`src/rtl/fifo_wr_arbiter.sv`:
```
// Round-robin arbiter sharing one FIFO write port among NREQ byte producers.
// Latency: request to grant 1 cycle; writes are same-cycle combinational from the registered grant.
// Backpressure: fifo_full suppresses all accepts and freezes the burst count without moving the grant.
module fifo_wr_arbiter #(
    parameter int NREQ  = 4,
    parameter int DW    = 8,
    parameter int BURST = 4
) (
    input  logic                     clk,
    input  logic                     rst,
    input  logic [NREQ-1:0]          req,
    input  logic [NREQ*DW-1:0]       req_data,
    input  logic                     fifo_full,
    output logic [NREQ-1:0]          gnt,
    output logic [NREQ-1:0]          accept,
    output logic [$clog2(NREQ)-1:0]  owner,
    output logic                     fifo_we,
    output logic [DW-1:0]            fifo_data_in
);

    localparam int OW = $clog2(NREQ);
    localparam int CW = $clog2(BURST + 1);

    typedef enum logic {IDLE, OWN} state_t;

    state_t        state;
    logic [CW-1:0] burst_cnt;
    logic [CW-1:0] cnt_n;
    logic          others;
    logic          own_req;
    logic [OW:0]   pick_all;
    logic [OW:0]   pick_ex;

    // Returns {found, index}; the search begins just after 'after' and wraps,
    // so 'after' itself is visited last (or never when excl is set).
    function automatic logic [OW:0] rr_pick(input logic [NREQ-1:0] r,
                                            input logic [OW-1:0]   after,
                                            input logic            excl);
        logic          found;
        logic [OW-1:0] idx;
        int            j;
        found = 1'b0;
        idx   = after;
        for (int k = 1; k <= NREQ; k++) begin
            j = (int'(after) + k) % NREQ;
            if (!found && r[j] && !(excl && k == NREQ)) begin
                found = 1'b1;
                idx   = OW'(j);
            end
        end
        return {found, idx};
    endfunction

    assign accept  = gnt & req & {NREQ{~fifo_full & ~rst}};
    assign fifo_we = |accept;

    always_comb begin
        fifo_data_in = '0;
        for (int i = 0; i < NREQ; i++) begin
            if (gnt[i]) fifo_data_in = fifo_data_in | req_data[DW*i +: DW];
        end
    end

    always_comb begin
        others = 1'b0;
        for (int i = 0; i < NREQ; i++) begin
            if (req[i] && OW'(i) != owner) others = 1'b1;
        end
    end

    assign own_req  = req[owner];
    assign cnt_n    = burst_cnt + CW'(fifo_we);
    assign pick_all = rr_pick(req, owner, 1'b0);
    assign pick_ex  = rr_pick(req, owner, 1'b1);

    always_ff @(posedge clk) begin
        if (rst) begin
            state     <= IDLE;
            gnt       <= '0;
            owner     <= OW'(NREQ - 1);
            burst_cnt <= '0;
        end else begin
            case (state)
                IDLE: begin
                    if (pick_all[OW]) begin
                        gnt       <= NREQ'(1) << pick_all[OW-1:0];
                        owner     <= pick_all[OW-1:0];
                        burst_cnt <= '0;
                        state     <= OWN;
                    end
                end
                OWN: begin
                    if (!own_req) begin
                        burst_cnt <= '0;
                        if (others) begin
                            gnt   <= NREQ'(1) << pick_ex[OW-1:0];
                            owner <= pick_ex[OW-1:0];
                        end else begin
                            gnt   <= '0;
                            state <= IDLE;
                        end
                    end else if (cnt_n == CW'(BURST)) begin
                        // Burst exhausted: hand off if anyone else waits, else restart the count.
                        burst_cnt <= '0;
                        if (others) begin
                            gnt   <= NREQ'(1) << pick_ex[OW-1:0];
                            owner <= pick_ex[OW-1:0];
                        end
                    end else begin
                        burst_cnt <= cnt_n;
                    end
                end
                default: begin
                    state <= IDLE;
                    gnt   <= '0;
                end
            endcase
        end
    end

endmodule

```
`config.mk`:
```
export PLATFORM = sky130hd
export DESIGN_NAME = fifo_wr_arbiter
export DESIGN_NICKNAME = d
export VERILOG_FILES = /design/src/rtl/fifo_wr_arbiter.sv
export SDC_FILE = /design/constraint.sdc
export NUM_CORES = 1
export LEC_CHECK = 0
export ABC_CLOCK_PERIOD_IN_PS = 8300
export BUFFER_PORTS_ARGS = -buffer_cell sky130_fd_sc_hd__buf_4
export CORE_ASPECT_RATIO = 0.8
export CORE_MARGIN = 4
export CORE_UTILIZATION = 45
export CTS_BUF_LIST = sky130_fd_sc_hd__clkbuf_8
export DETAILED_ROUTE_END_ITERATION = 10
export PLACE_DENSITY_LB_ADDON = 0.05
export SKIP_LAST_GASP = 1
export SYNTH_ARGS = -nofsm -noshare
export SYNTH_HDL_FRONTEND = slang
export SYNTH_SLANG_ARGS = --single-unit
```
`constraint.sdc`:
```
create_clock -name clk -period 8.3 [get_ports clk]
set_clock_uncertainty 0.1 [all_clocks]
set_input_delay 2.49 -clock clk [delete_from_list [all_inputs] [get_ports clk]]
set_output_delay 2.49 -clock clk [all_outputs]
set_load 0.05 [all_outputs]
```
==> flow_metrics.env, run 1 <==
export IMPL_status="completed"
export IMPL_hp_class="flip-flop to flip-flop"
export IMPL_finalHoldViolations=0
export IMPL_grt_pass1_vias=1015
export IMPL_rsz0062_at_grt="no"
export IMPL_power_frac_comb=0.668
export IMPL_pwr_share_clk=0.131
export IMPL_hold_path_depth=2
export IMPL_drv_cap=0
export IMPL_ant_nets=0
export IMPL_drv_slew=0
export IMPL_area_growth_pct=49.35
export IMPL_drt_initial_drc_count=50
export IMPL_post_route_period_util=0.7359
export IMPL_grt_first_pass_wirelength_um=4692
export IMPL_ys_ff_latch=10
export IMPL_maxSlewHeadroom=0.5768
export IMPL_critPathCapture="fifo_we"
export IMPL_clock_path_buffers=2
export IMPL_yosysWarnings=0
export IMPL_synth_top_flop_cell="dfxtp_1"
export IMPL_portBuffers=57
export IMPL_power_switching_mw=0.2426
export IMPL_vdd_ir_drop_max_uv=211.9
export IMPL_antenna_cells=0
export IMPL_crit_path_end_kind="primary output"
export IMPL_num_vias=1079
export IMPL_drc=0
export IMPL_synthesis_area_sq_um=955.9
export IMPL_r2r_start="gnt[2]"
export IMPL_reg2regPathDepth=9
export IMPL_worst_slack_ps=2192
export IMPL_post_cts_buffers=0
export IMPL_grt_max_degree=12
export IMPL_setup_tns_ps=0
export IMPL_pre_cts_ws_ps=2204
export IMPL_worstPathMaxFanout=11
export IMPL_synth_top_area_frac=0.2094
export IMPL_synth_cells=115
export IMPL_clk_pin_slew_ps=50
export IMPL_ys_top_cells_by_area="dfxtp_1, a22oi_1, ha_1"
export IMPL_whs_ps=405.8
export IMPL_worstSetupStartpointType="input port"
export IMPL_drt_wirelength_per_cell_um=15.21
export IMPL_start_util=0.4916
export IMPL_cts_buffers=3
export IMPL_die_w_um=59.53
export IMPL_regArea_sq_um=200.2
export IMPL_grt_overflow=0
export IMPL_hold_buffers=0
export IMPL_p_int_mw=0.2114
export IMPL_nFillCells=161
export IMPL_worst_pin_slew_ps=629.0
export IMPL_path_class="input port to primary output"
export IMPL_ys_seq_area_frac=0.2094
export IMPL_antenna_found_initial=0
export IMPL_std_cell_rows=14
export IMPL_final_common_cell="buf_4"
export IMPL_avgSynthCellArea_sq_um=8.312
export IMPL_cts_tree="done"
export IMPL_max_freq_mhz=163.7
export IMPL_core_area_sq_um=1944
export IMPL_min_period_ps=6108
export IMPL_worstReg2RegEnd="gnt[0]"
export IMPL_io_pins=58
export IMPL_p_leak_nw=0.7012
export IMPL_grt_usage=0.2037
export IMPL_ctsRootBufferMaster="clkbuf_8"
export IMPL_p_per_area_nw_per_um2=318.0
export IMPL_globalplace_congestion=0.7229
export IMPL_clock_latency_ps=230
export IMPL_clock_sinks=10
export IMPL_fp_dieH_um=49.23
export IMPL_synth_async_reset_ratio=0
export IMPL_crit_start="rst"
export IMPL_multi_input_area_sq_um=695.7
export IMPL_synth_edf_count=0
export IMPL_layout_common_cells="buf_4, a22oi_1, nand2_1"
export IMPL_firstDrtPassIters=4
export IMPL_via_per_inst=5.620
export IMPL_synth_cell_types=35
export IMPL_nets=214
export IMPL_routed_wirelength_um=2921
export IMPL_critical_path_required_ps=5710
export IMPL_drive_gt1_frac=0.4107
export IMPL_reg2reg_slack_ps=5660
export IMPL_hpwlAfterDp_um=2307
export IMPL_htreeDepth=1
export IMPL_design_die_area_sq_um=2930
export IMPL_setup_viol=0
export IMPL_yosys_area_top_type="dfxtp_1"
export IMPL_p_sw_frac=0.5343
export IMPL_syn_nets=160
export IMPL_pwr_share_seq=0.201
export IMPL_cp_arrival_ps=3520
export IMPL_post_cts_resized=0
[how the worst min path moves through the flow]
stage | startpoint | to
final | burst_cnt[2] | burst_cnt[2]
after global routing | burst_cnt[2] | burst_cnt[2]
after detailed placement | burst_cnt[2] | burst_cnt[2]
after global placement | burst_cnt[2] | burst_cnt[2]
after floorplan | burst_cnt[2] | burst_cnt[2]
after CTS | burst_cnt[2] | burst_cnt[2]
[state kept, by name, indices dropped and copies added (netlist names)]
name / count
owner: 2
gnt: 4
burst_cnt: 3
state: 1
[cells by family after synthesis]
logic type	Yosys count	synth area share
AO/OA/AOI/OAI	40	0.3469
XOR/XNOR	1	0.009164
adder cells (fa/ha/maj)	6	0.07853
buffers and inverters	13	0.06282
flip-flops	10	0.2094
multiplexers	6	0.09294
AND/OR/NAND/NOR	39	0.2003
[power by group through the flow]
stage	sequential [mW]	combinational, mW	clock (mW)
6_report	0.0911	0.303	0.0595
4_1_cts	0.0907	0.305	0.0610
5_1_grt	0.0945	0.325	0.0644
2_1_floorplan	0.103	0.208	0
3_3_place_gp	0.0911	0.298	0
3_5_place_dp	0.0918	0.304	0
[worst max-delay path, stage by stage]
cell and delay, ps:
buf_4 150, or2_2 320, a41oi_1 290, buf_4 260
[Yosys cell counts (all sizes together) (2+ instances only)]
library cell,number
a22oi,18
nand2,13
dfxtp,10
nor2,8
a21oi,7
ha,6
nor3,6
inv,5
a22o,4
buf,4
clkbuf,4
mux2i,4
nand2b,4
nor2b,3
mux4,2
or2,2
[metal layers]
| layer | track usage | vias up | routed length, um |
|---|---|---|---|
| li1 | - | 540 | - |
| met1 | 0.2536 | 515 | 1206 |
| met2 | 0.3491 | 22 | 1571 |
| met3 | 0.06085 | 2 | 136 |
| met4 | 0.02952 | 0 | 6 |
| met5 | 0 | - | 0 |
[cell type report]
type,count,share of cell area
clock buffer,4,0.03856
tap,24,0.02103
inverter,5,0.01315
timing repair buffer,57,0.2997
multi-input combinational,92,0.4873
sequential,10,0.1402
[metrics by stage]
stage               total power [mW]  std cells  area (sq um)  utilization
floorplan                     0.3109        115         955.9            -
finish                        0.4541        192          1428       0.7342
CTS                           0.4565        192          1428       0.7342
global route                  0.4837        192          1428       0.7342
global placement              0.3894        188          1373       0.7059
detailed placement            0.3958        188          1373       0.7059
Note: power is estimated with default switching activity, not from simulation.
==> run 2, diff against run 1 <==
--- a/config.mk
+++ b/config.mk
@@ -5,11 +5,11 @@
 export SDC_FILE = /design/constraint.sdc
 export NUM_CORES = 1
 export LEC_CHECK = 0
-export ABC_CLOCK_PERIOD_IN_PS = 8300
+export ABC_CLOCK_PERIOD_IN_PS = 5000
 export BUFFER_PORTS_ARGS = -buffer_cell sky130_fd_sc_hd__buf_4
 export CORE_ASPECT_RATIO = 0.8
 export CORE_MARGIN = 4
-export CORE_UTILIZATION = 45
+export CORE_UTILIZATION = 40
 export CTS_BUF_LIST = sky130_fd_sc_hd__clkbuf_8
 export DETAILED_ROUTE_END_ITERATION = 10
 export PLACE_DENSITY_LB_ADDON = 0.05
==> constraint.sdc (replaced) <==
create_clock -name clk -period 5 [get_ports clk]
set_clock_uncertainty 0.1 [all_clocks]
set_input_delay 1.5 -clock clk [delete_from_list [all_inputs] [get_ports clk]]
set_output_delay 1.5 -clock clk [all_outputs]
set_load 0.05 [all_outputs]
==> run 2 against run 1 <==
Critical path depth unchanged. Wire length increased by 7.0%. Clock power increased by 68%. Highest routed layer unchanged. Hold slack improved by 17 ps. Critical path type unchanged. Global-route usage about the same. Power increased by 66%. Via count increased by 1.2%. Sequential share of layout area about the same.
==> flow_metrics.env, run 2 (synthesized netlist as in run 1, its figures left out) <==
export IMPL_cts_tree="done"
export IMPL_post_cts_resized=0
export IMPL_routed_wirelength_um=3125
export IMPL_crit_path_end_kind="primary output"
export IMPL_regMostFlops="gnt"
export IMPL_largest_reg_flops=4
export IMPL_nets=214
export IMPL_r2r_start="gnt[3]"
export IMPL_whs_ps=422.5
export IMPL_hp_class="flip-flop to flip-flop"
export IMPL_drv_cap=0
export IMPL_drt_wirelength_per_cell_um=16.19
export IMPL_finalHoldViolations=0
export IMPL_maxSlewHeadroom=0.5571
export IMPL_via_per_inst=5.658
export IMPL_std_cell_rows=15
export IMPL_clk_pin_slew_ps=50
export IMPL_worstSetupStartpointType="input port"
export IMPL_drv_slew=0
export IMPL_path_class="input port to primary output"
export IMPL_htreeDepth=1
export IMPL_antenna_found_initial=0
export IMPL_post_cts_buffers=0
export IMPL_post_route_period_util=0.8168
export IMPL_status="completed"
export IMPL_clock_latency_ps=230
export IMPL_ctsRootBufferMaster="clkbuf_8"
export IMPL_clock_sinks=10
export IMPL_reg_top3="gnt: 4 flops, burst_cnt: 3 flops, owner: 2 flops"
export IMPL_start_util=0.4316
export IMPL_ant_nets=0
export IMPL_die_w_um=62.66
export IMPL_max_freq_mhz=244.8
export IMPL_min_period_ps=4084
export IMPL_io_pins=58
export IMPL_worstPathMaxFanout=11
export IMPL_drive_gt1_frac=0.4107
export IMPL_drc=0
export IMPL_use_met3=0.05832
export IMPL_rsz0062_at_grt="no"
export IMPL_top_usage_layer="met2"
export IMPL_globalplace_congestion=0.8323
export IMPL_drt_initial_drc_count=27
export IMPL_hpwlAfterDp_um=2508
export IMPL_reg2regPathDepth=9
export IMPL_final_common_cell="buf_4"
export IMPL_grt_overflow=0
export IMPL_grt_util_met1=0.2355
export IMPL_grt_usage=0.2041
export IMPL_num_vias=1092
export IMPL_portBuffers=57
export IMPL_vdd_ir_drop_max_uv=217.2
export IMPL_grt_first_pass_wirelength_um=5285
export IMPL_area_growth_pct=49.48
export IMPL_p_leak_nw=0.7012
export IMPL_hold_path_depth=2
export IMPL_setup_tns_ps=0
export IMPL_fp_dieH_um=51.73
export IMPL_p_per_area_nw_per_um2=528.9
export IMPL_min_delay_start="burst_cnt[2]"
export IMPL_crit_start="rst"
export IMPL_use_met2=0.3770
export IMPL_worst_pin_slew_ps=658.2
export IMPL_design_die_area_sq_um=3241
export IMPL_cts_buffers=3
export IMPL_setup_viol=0
export IMPL_grt_max_degree=12
export IMPL_critical_path_required_ps=3400
export IMPL_firstDrtPassIters=4
export IMPL_clock_path_buffers=2
export IMPL_antenna_cells=0
export IMPL_hold_buffers=0
export IMPL_core_area_sq_um=2215
export IMPL_cp_arrival_ps=2480
export IMPL_layout_common_cells="buf_4, a22oi_1, nand2_1"
export IMPL_grt_pass1_vias=1116
## run 2: cell counts in the layout (fill, tap and decap cells not counted)
No cell type changed its count.
## run 2: final cells by class
class	count	area [sq um]
Clock buffer	4	55.05
Fill cell	217	785.8
Inverter	5	18.77
Multi-Input combinational cell	92	695.7
Sequential cell	10	200.2
Tap cell	25	31.28
Timing Repair Buffer	57	427.9
## run 2: routing by layer
metal,up-vias,part of all wire
met5,-,0
met4,0,0.0026
met3,2,0.077
met2,42,0.52
met1,503,0.40
li1,545,-
## run 2: through the flow
stage | area [sq um] | power [mW] | std cells | utilization | setup slack, ps
final | 1429 | 0.7557 | 193 | 0.6452 | 915.8
after global placement | 1374 | 0.6502 | 189 | 0.6203 | 947.7
after detailed placement | 1374 | 0.6585 | 189 | 0.6203 | 918.4
after global routing | 1429 | 0.8042 | 193 | 0.6452 | 863.3
after CTS | 1429 | 0.7607 | 193 | 0.6452 | 914.2
after floorplan | 955.9 | 0.5161 | 115 | - | 689.1
## run 2: where the power goes
part | total [mW] | switching (mW) | internal [mW]
sequential | 0.153 | 0.0550 | 0.0977
combinational | 0.503 | 0.319 | 0.185
clock | 0.0997 | 0.0306 | 0.0691
## run 2: final timing paths
kind	to	slack (ps)
setup / recovery	fifo_we	920
hold / removal	burst_cnt[2]	420
setup reg to reg	gnt[0]	2420
hold reg to reg	burst_cnt[2]	420
## run 2: critical path, stage by stage
cell	delay, ps
buf_4	160
or2_2	330
a41oi_1	240
buf_4	250
==> run 3, diff against run 2 <==
--- a/config.mk
+++ b/config.mk
@@ -5,7 +5,7 @@
 export SDC_FILE = /design/constraint.sdc
 export NUM_CORES = 1
 export LEC_CHECK = 0
-export ABC_CLOCK_PERIOD_IN_PS = 5000
+export ABC_CLOCK_PERIOD_IN_PS = 3700
 export BUFFER_PORTS_ARGS = -buffer_cell sky130_fd_sc_hd__buf_4
 export CORE_ASPECT_RATIO = 0.8
 export CORE_MARGIN = 4
==> constraint.sdc (replaced) <==
create_clock -name clk -period 3.7 [get_ports clk]
set_clock_uncertainty 0.1 [all_clocks]
set_input_delay 1.11 -clock clk [delete_from_list [all_inputs] [get_ports clk]]
set_output_delay 1.11 -clock clk [all_outputs]
set_load 0.05 [all_outputs]
==> run 3 against run 2 <==
Hold slack worse by 24 ps. Register-to-register slack worse by 1200 ps. Combinational power up 35%. Highest routed layer is now met3.
==> flow_metrics.env, run 3 (synthesized netlist as in run 1, its figures left out) <==
export IMPL_grt_overflow=0
export IMPL_routed_wirelength_um=2854
export IMPL_regMostFlops="gnt"
export IMPL_max_freq_mhz=309.4
export IMPL_p_per_area_nw_per_um2=712.5
export IMPL_hp_class="flip-flop to flip-flop"
export IMPL_min_delay_start="burst_cnt[2]"
export IMPL_drv_slew=0
export IMPL_layout_common_cells="buf_4, a22oi_1, nand2_1"
export IMPL_clk_pin_slew_ps=50
export IMPL_fp_dieH_um=51.73
export IMPL_finalHoldViolations=0
export IMPL_design_die_area_sq_um=3241
export IMPL_multi_input_area_sq_um=703.2
export IMPL_worst_pin_slew_ps=582.4
export IMPL_p_leak_nw=0.7017
export IMPL_power_mw=1.023
export IMPL_post_cts_buffers=0
export IMPL_cts_buffers=3
export IMPL_grt_usage=0.1791
export IMPL_die_w_um=62.66
export IMPL_post_route_period_util=0.8734
export IMPL_regArea_sq_um=200.2
export IMPL_area_growth_pct=50.26
export IMPL_clock_path_buffers=2
export IMPL_grt_max_degree=12
export IMPL_setup_viol=0
export IMPL_r2r_start="gnt[3]"
export IMPL_worstPathMaxFanout=11
export IMPL_globalplace_congestion=0.8507
export IMPL_core_area_sq_um=2215
export IMPL_portBuffers=57
export IMPL_largest_reg_flops=4
export IMPL_grt_first_pass_wirelength_um=4719
export IMPL_drt_wirelength_per_cell_um=14.79
export IMPL_drt_initial_drc_count=40
export IMPL_num_vias=1066
export IMPL_clock_latency_ps=240
export IMPL_critical_path_required_ps=2490
export IMPL_ant_nets=0
export IMPL_maxSlewHeadroom=0.6082
export IMPL_firstDrtPassIters=4
export IMPL_path_class="input port to primary output"
export IMPL_crit_start="rst"
export IMPL_grt_pass1_vias=991
export IMPL_status="completed"
export IMPL_htreeDepth=1
export IMPL_reg_top3="gnt: 4 flops, burst_cnt: 3 flops, owner: 2 flops"
export IMPL_final_common_cell="buf_4"
export IMPL_post_cts_resized=0
export IMPL_drive_gt1_frac=0.4167
export IMPL_rsz0062_at_grt="no"
export IMPL_antenna_cells=0
export IMPL_cp_arrival_ps=2020
export IMPL_io_pins=58
export IMPL_worstSetupStartpointType="input port"
export IMPL_start_util=0.4316
export IMPL_via_per_inst=5.523
export IMPL_nFillCells=201
export IMPL_std_cell_rows=15
export IMPL_cts_tree="done"
export IMPL_clock_sinks=10
export IMPL_hpwlAfterDp_um=2263
export IMPL_antenna_found_initial=0
export IMPL_ctsRootBufferMaster="clkbuf_8"
export IMPL_setup_tns_ps=0
export IMPL_crit_path_end_kind="primary output"
export IMPL_drc=0
export IMPL_nets=214
export IMPL_min_period_ps=3232
export IMPL_vdd_ir_drop_max_uv=355.9
export IMPL_drv_cap=0
export IMPL_hold_buffers=0
run 3: cell count changes in the layout (fill, tap and decap cells not counted):
cell / before / now
a41oi_1: 1 / 0
a41oi_2: 0 / 1
run 3: path summary, 6_finish.rpt:
path                       end  slack [ps]  depth (start not counted)
setup reg to reg        gnt[3]        1250                          9
setup / recovery       fifo_we         470                          4
hold / removal    burst_cnt[2]         400                          2
hold reg to reg   burst_cnt[2]         400                          2
run 3: area by class of cell:
cell class	count	area share
Multi-Input combinational cell	92	0.4895
Timing Repair Buffer	57	0.2979
Tap cell	25	0.02178
Inverter	5	0.01307
Clock buffer	4	0.03833
Sequential cell	10	0.1394
run 3: per-stage QoR:
step           utilization  cell area (sq um)  std cells  hold WS (ps)  worst slack (ps)
2_1_floorplan            -              963.4        115         370.0             198.8
3_3_place_gp        0.6237               1381        189         382.7             463.9
3_5_place_dp        0.6237               1381        189         391.9             400.5
6_report            0.6486               1436        193         398.0             468.4
4_1_cts             0.6486               1436        193         398.1             466.2
5_1_grt             0.6486               1436        193         443.3             426.7
run 3: critical path, cell delays in order:
cell and delay (ps):
buf_4 160, or2_2 330, a41oi_2 190, buf_4 230
run 3: routing by layer:
layer,up-vias,track usage,part of all wire
met5,-,0,0
met4,0,0.04762,0
met3,0,0.05616,0.089
met2,41,0.3097,0.48
met1,483,0.2174,0.43
li1,542,-,-
run 3: power breakdown:
part	leakage, nW	internal [mW]	switching (mW)
clock network	0.0288	0.0937	0.0445
logic	0.591	0.250	0.432
registers	0.0820	0.132	0.0719
total	0.702	0.475	0.548
